## src/rtl/frame_sequencer.sv

```systemverilog
// frame_sequencer
//   Per-frame scheduler in front of game_logic. On each accepted frame_start it
//   streams obs_count entries of the obstacle buffer (synchronous-read RAM,
//   READ_LATENCY cycles) into game_logic, one per cycle. It then issues exactly
//   one gl_new_frame tick carrying the player inputs latched since the previous
//   tick. It also runs the session: start, play, game over and restart.
//
//   Optional feature macro: PAUSE_EN. When defined, a btn_start rising edge
//   between ticks pauses play (state PAUSED), and a second edge resumes it.
//
// Ports
//   clk, rst                   clock, synchronous active-high reset
//   frame_start                one-cycle pulse per video frame
//   btn_start                  start/restart (and pause) button level
//   btn_duck/jump/left/right   player button levels
//   obs_count                  valid buffer entries, sampled at frame_start
//   obs_addr / obs_data        buffer read port, {type,lane,depth[10:0]}
//   gl_obstacle(_valid)        obstacle stream to game_logic
//   gl_firstrow                streamed obstacle depth < FIRSTROW_DEPTH
//   gl_new_frame               one-cycle game tick
//   gl_duck/jump/left/right    latched inputs, stable through gl_new_frame
//   gl_rst                     reset pulse to game_logic
//   gl_game_over               game over indication from game_logic
//   state                      IDLE=0 SCAN=1 DRAIN=2 TICK=3 OVER=4 PAUSED=5
//   frame_overrun              sticky: frame_start seen while busy
module frame_sequencer #(
  parameter int unsigned MAX_OBS        = 32,
  parameter int unsigned READ_LATENCY   = 2,
  parameter int unsigned FIRSTROW_DEPTH = 128
) (
  input  logic                         clk,
  input  logic                         rst,
  input  logic                         frame_start,
  input  logic                         btn_start,
  input  logic                         btn_duck,
  input  logic                         btn_jump,
  input  logic                         btn_left,
  input  logic                         btn_right,
  input  logic [$clog2(MAX_OBS+1)-1:0] obs_count,
  output logic [$clog2(MAX_OBS)-1:0]   obs_addr,
  input  logic [15:0]                  obs_data,
  output logic [15:0]                  gl_obstacle,
  output logic                         gl_obstacle_valid,
  output logic                         gl_firstrow,
  output logic                         gl_new_frame,
  output logic                         gl_duck,
  output logic                         gl_jump,
  output logic                         gl_left,
  output logic                         gl_right,
  output logic                         gl_rst,
  input  logic                         gl_game_over,
  output logic [2:0]                   state,
  output logic                         frame_overrun
);

  localparam int unsigned CW = $clog2(MAX_OBS + 1);
  localparam int unsigned AW = $clog2(MAX_OBS);
  localparam logic [CW-1:0] MAX_CNT = CW'(MAX_OBS);

  typedef enum logic [2:0] {
    IDLE   = 3'd0,
    SCAN   = 3'd1,
    DRAIN  = 3'd2,
    TICK   = 3'd3,
    OVER   = 3'd4,
    PAUSED = 3'd5
  } state_t;

  state_t                  state_q, state_d;
  logic [CW-1:0]           count_q;
  logic [AW-1:0]           addr_q;
  logic [READ_LATENCY-1:0] vpipe_q, vpipe_d;
  logic                    armed_q, go_q, overrun_q, rst_pulse_q;
  logic                    start_prev_q, left_prev_q, right_prev_q;
  logic                    duck_q, jump_q, left_q, right_q;
  logic                    duck_d, jump_d, left_d, right_d;
  logic                    left_n, right_n;
  logic [15:0]             obstacle_q;
  logic                    valid_q, firstrow_q;
  logic                    start_rise, issue, scan_last, busy;

  assign start_rise = btn_start & ~start_prev_q;
  assign issue      = (state_q == SCAN) && (count_q != '0);
  assign scan_last  = (count_q == '0) || (CW'(addr_q) == count_q - CW'(1));
  assign busy       = (state_q == SCAN) || (state_q == DRAIN) || (state_q == TICK);

  // State register
  always_ff @(posedge clk) begin
    if (rst) state_q <= IDLE;
    else     state_q <= state_d;
  end

  // Next-state logic
  always_comb begin
    state_d = state_q;
    unique case (state_q)
      IDLE: begin
        if (frame_start && armed_q) state_d = SCAN;
`ifdef PAUSE_EN
        else if (start_rise && armed_q) state_d = PAUSED;
`endif
      end
      SCAN:   if (scan_last) state_d = DRAIN;
      DRAIN:  if (vpipe_q == '0) state_d = TICK;
      TICK:   state_d = (go_q || gl_game_over) ? OVER : IDLE;
      OVER:   if (start_rise) state_d = IDLE;
`ifdef PAUSE_EN
      PAUSED: if (start_rise) state_d = IDLE;
`else
      PAUSED: state_d = IDLE;
`endif
      default: state_d = IDLE;
    endcase
  end

  // Outputs
  always_comb begin
    gl_new_frame      = (state_q == TICK);
    state             = state_q;
    obs_addr          = addr_q;
    gl_obstacle       = obstacle_q;
    gl_obstacle_valid = valid_q;
    gl_firstrow       = firstrow_q;
    gl_duck           = duck_q;
    gl_jump           = jump_q;
    gl_left           = left_q;
    gl_right          = right_q;
    gl_rst            = rst | rst_pulse_q;
    frame_overrun     = overrun_q;
  end

  // Input latches: the tick cycle clears what was reported but still accepts
  // a press arriving on that same cycle, so it lands in the next frame.
  always_comb begin
    left_n  = ((state_q == TICK) ? 1'b0 : left_q)  | (btn_left  & ~left_prev_q);
    right_n = ((state_q == TICK) ? 1'b0 : right_q) | (btn_right & ~right_prev_q);
    duck_d  = ((state_q == TICK) ? 1'b0 : duck_q)  | btn_duck;
    jump_d  = ((state_q == TICK) ? 1'b0 : jump_q)  | btn_jump;
    left_d  = left_n;
    right_d = right_n & ~left_n;
    if (state_q == PAUSED) begin
      duck_d  = duck_q;
      jump_d  = jump_q;
      left_d  = left_q;
      right_d = right_q;
    end
  end

  always_comb begin
    vpipe_d    = vpipe_q << 1;
    vpipe_d[0] = issue;
  end

  always_ff @(posedge clk) begin
    if (rst) begin
      count_q      <= '0;
      addr_q       <= '0;
      vpipe_q      <= '0;
      armed_q      <= 1'b0;
      go_q         <= 1'b0;
      overrun_q    <= 1'b0;
      rst_pulse_q  <= 1'b0;
      start_prev_q <= 1'b0;
      left_prev_q  <= 1'b0;
      right_prev_q <= 1'b0;
      duck_q       <= 1'b0;
      jump_q       <= 1'b0;
      left_q       <= 1'b0;
      right_q      <= 1'b0;
      obstacle_q   <= '0;
      valid_q      <= 1'b0;
      firstrow_q   <= 1'b0;
    end else begin
      start_prev_q <= btn_start;
      left_prev_q  <= btn_left;
      right_prev_q <= btn_right;
      duck_q       <= duck_d;
      jump_q       <= jump_d;
      left_q       <= left_d;
      right_q      <= right_d;
      vpipe_q      <= vpipe_d;

      // A session starts from unarmed IDLE or restarts from OVER.
      rst_pulse_q <= start_rise && ((state_q == IDLE && !armed_q) || state_q == OVER);
      if (start_rise && ((state_q == IDLE && !armed_q) || state_q == OVER)) armed_q <= 1'b1;

      if (state_q == IDLE && state_d == SCAN)
        count_q <= (obs_count > MAX_CNT) ? MAX_CNT : obs_count;

      addr_q <= (state_q == SCAN && !scan_last) ? addr_q + AW'(1) : '0;

      // Game over is remembered until the current frame's tick has been issued.
      if (state_q == OVER) go_q <= 1'b0;
      else if (gl_game_over && state_q != IDLE) go_q <= 1'b1;

      if (frame_start && busy) overrun_q <= 1'b1;

      valid_q <= vpipe_q[READ_LATENCY-1];
      if (vpipe_q[READ_LATENCY-1]) begin
        obstacle_q <= obs_data;
        firstrow_q <= (obs_data[10:0] < 11'(FIRSTROW_DEPTH));
      end
    end
  end

endmodule

```

## config.mk

```make
export PLATFORM = sky130hd
export DESIGN_NAME = frame_sequencer
export DESIGN_NICKNAME = d
export VERILOG_FILES = /design/src/rtl/frame_sequencer.sv
export SDC_FILE = /design/constraint.sdc
export NUM_CORES = 1
export LEC_CHECK = 0
export CAP_MARGIN = 20
export CORE_MARGIN = 5
export CORE_UTILIZATION = 46
export CTS_BUF_LIST = sky130_fd_sc_hd__clkbuf_8
export DETAILED_ROUTE_END_ITERATION = 8
export MAX_ROUTING_LAYER = met4
export PLACE_DENSITY = 0.86
export RECOVER_POWER = 25
export SYNTH_ARGS = -nofsm -noshare
export SYNTH_HDL_FRONTEND = slang
export SYNTH_SLANG_ARGS = --single-unit
```

## constraint.sdc

```tcl
create_clock -name clk -period 2.15 [get_ports clk]
set_clock_uncertainty 0.15 [all_clocks]
set_input_delay 0.43 -clock clk [delete_from_list [all_inputs] [get_ports clk]]
set_output_delay 0.43 -clock clk [all_outputs]
set_load 0.02 [all_outputs]
```

==> impl_metrics.csv <==
group,metric,value,unit
run_status,status,"finished, final reports clean",
logic_synthesis,ys_ff_latch,45,
place,dpl_cell_area,0.00254,mm2
place,place_hpwl,3140,um
detailed_routing,dr_total_vias,1580,
critical_path,crit_path_end_kind,"output pin",
power,p_int,1.36,mW
timing,finalHoldViolations,0,
logic_synthesis,ys.flop_type,"dfxtp_1",
logic_synthesis,async_flop_share,0,%
power,clkPwrFrac,36.6,%
timing,min_period_over_period,94.9,%
power,fin_total_pwr,1.76,mW
grt,groute.usage.overall,17.3,%
detailed_routing,drt-initial-drc-count,102,
critical_path,r2r_setup_slack,0.16,ns
floorplanning,die_x,73.3,um
power,p_sw,399,uW
logic_synthesis,synth_edf_count,0,
timing,setup_viol,0,
clock_network,cts.clk_slew.worst_paths,0.08,ns
power,powerDensity,663,mW/mm2
logic_synthesis,synthCells,196,
floorplanning,die_y,73.3,um
min_path,hold_path_class,"flop to flop",
cells_and_area,fin_area,0.00266,mm2
power,ir_drop,0.463,mV
detailed_routing,drt_pre_antenna_iters,4,
critical_path,critical_path.top_delay_family,"buffers and inverters",
clock_network,clockBufferDepth,2,
floorplanning,coreArea,0.00394,mm2
critical_path,cpPeakStageDelay,0.67,ns
logic_synthesis,synth_area,0.00184,mm2
grt,grt_max_degree,41,
critical_path,required,1.57,ns
floorplanning,rows,23,
grt,antenna_found_initial,0,
critical_path,cp_max_fo,8,
power,swShare,22.7,%
flow_run,drv_cap,0,
clock_network,cts_root_buf,"clkbuf_8",
critical_path,cp_cell_sequence,"clkdlybuf4s50_1",
power,power_leakage,0.988,nW
detailed_routing,ant_nets,0,
detailed_routing,drcViolationCount,0,
place,place_congestion,0.729,
clock_network,clock_latency,0.29,ns
logic_synthesis,ys_seq_area_share,48.9,%
clock_network,htree_levels,2,
floorplanning,start_util,46.7,%
logic_synthesis,synth.distinct_cells,35,
cells_and_area,final_core_util,67.4,%
place,port_buffers,63,
cells_and_area,drive_gt1_share,8.33,%
clock_network,cts_hold_buffers,0,
logic_synthesis,syn_nets,229,
cells_and_area,fin_nets,296,
critical_path,cp-start-kind,"flop",
timing,finalSetupTns,0,ns
timing,max_freq,490,MHz
cells_and_area,syn2layout_area_growth,44.2,%
logic_synthesis,yosysWarnings,0,
grt,grt_pass1_vias,1572,
logic_synthesis,avgSynthCellArea,9.40,um2
grt,grt_first_pass_wirelength,7080,um
cells_and_area,antennaDiodeCount,0,
floorplanning,num_io_pins,64,
critical_path,worst-path-buf-inv,1,
grt,overflow,0,
floorplanning,die-area,0.00537,mm2
detailed_routing,routed_wl,4160,um
detailed_routing,via_per_inst,5.03,
timing,slew_headroom,73.1,%
clock_network,numCtsBuffers,5,
timing,tightest_slew,0.404,ns
place,dp_slack,-0.0793,ns
timing,rsz0062_at_grt,"false",
critical_path,cp_data_arrival_time,1.46,ns
timing,fin_ws,0.109,ns
critical_path,cp_slowest_cell,"clkdlybuf4s50_1",
timing,min_period,2.04,ns
power,seq_power_share,49.7,%
clock_network,cts_tree,"done",
detailed_routing,post_drt_wl_per_cell,13.2,um
clock_network,cts_num_sinks,45,
critical_path,worstSetupPathType,"flop to output pin",
timing,drv_slew,0,
power,comb_power_share,13.7,%
Yosys cell counts (3+ instances only):
library cell  count  area (um2)
nor2b_1           8        50.1
nand2_1           6        22.5
mux2i_1          18         180
xor2_1            5        43.8
nor3_1            5        25.0
buf_2             4        20.0
nor3b_1           5        37.5
inv_1             6        22.5
nor2_1           40         150
xnor2_1           4        35.0
clkbuf_1          3        11.3
dfxtp_1          45         901
nand3_1           5        25.0
a21oi_1          11        55.1
sequential cells by signal (all words and copies together), names as in the netlist, 2 cells and up:
register / cells
count_q: 6
state: 3
obs_addr: 5
gl_obstacle: 16
vpipe_q: 2
routing by layer:
layer | global-route usage (%) | vias to the layer above | wire length [um]
met4 | 8.65 | 0 | 138
met1 | 19.5 | 728 | 1690
met2 | 28.6 | 44 | 2120
met3 | 4.24 | 12 | 207
li1 | - | 796 | -
met5 | - | - | 0
what timing repair did:
action / in CTS / in global routing
setup buffers: 0 / 0
resized for setup: 2 / 1
setup endpoints to repair: 2 / 1
kinds of logic (layout without fill, tap and decap cells):
logic type	Yosys count	count (layout)	synth area share, %
and+or+nand+nor	82	82	22.3
DFF	45	45	48.9
AOI/OAI and AO/OA	24	24	9.23
muxes	18	18	9.78
buffers and inverters	15	83	3.33
xor gates and xnor gates	10	10	5.16
adders and majority gates	2	2	1.36
layout by cell type, fill, tap and decap left out, types with 2 or more instances in the layout:
cell type        count
clkbuf_8             6
nand2_1              6
nor2_2               2
or2_2                2
or4_1                2
xnor2_1              4
o21ai_0              2
a31oi_1              2
a22oi_1              2
inv_1                7
buf_4                6
nor2_1              40
mux2i_1             18
dfxtp_1             44
dlygate4sd2_1        2
nand2b_1             2
nor4_1               2
a21oi_1             11
nor3_1               5
nand3_1              5
xor2_1               5
clkdlybuf4s50_1     61
ha_1                 2
nor3b_1              5
nor2b_1              8
power groups by stage:
| stage | Combinational, mW | Clock [mW] | Sequential [mW] |
|---|---|---|---|
| global placement | 0.238 | 0 | 0.893 |
| CTS | 0.243 | 0.667 | 0.875 |
| finish | 0.241 | 0.645 | 0.875 |
| global route | 0.263 | 0.698 | 0.879 |
| detailed placement | 0.243 | 0 | 0.894 |
| floorplan | 0.106 | 0 | 0.912 |
path summary, 6_finish.rpt:
path	startpoint	endpoint	cells past startpoint
worst min register to register	vpipe_q[0]$_SDFF_PP0_	vpipe_q[1]$_SDFF_PP0_	1
worst min-delay path	vpipe_q[0]$_SDFF_PP0_	vpipe_q[1]$_SDFF_PP0_	1
worst max-delay path	obs_addr[2]$_SDFF_PP0_	obs_addr[2]	1
worst max register to register	count_q[0]$_SDFFE_PP0P_	state[1]$_SDFF_PP0_	7
through the flow:
step	cells	hold slack, ns
after floorplan	196	0.289
after global placement	306	0.303
after detailed placement	306	0.306
after CTS	314	0.323
after global routing	314	0.329
final	314	0.321
area by class of cell:
class / count / area [um2]
Multi-Input combinational cell: 136 / 881
Sequential cell: 45 / 902
Inverter: 6 / 22.5
Fill cell: 348 / 1280
Tap cell: 50 / 62.6
Timing Repair Buffer: 69 / 673
Clock inverter: 2 / 33.8
Clock buffer: 6 / 82.6
Power figures use the tool's default switching activity.
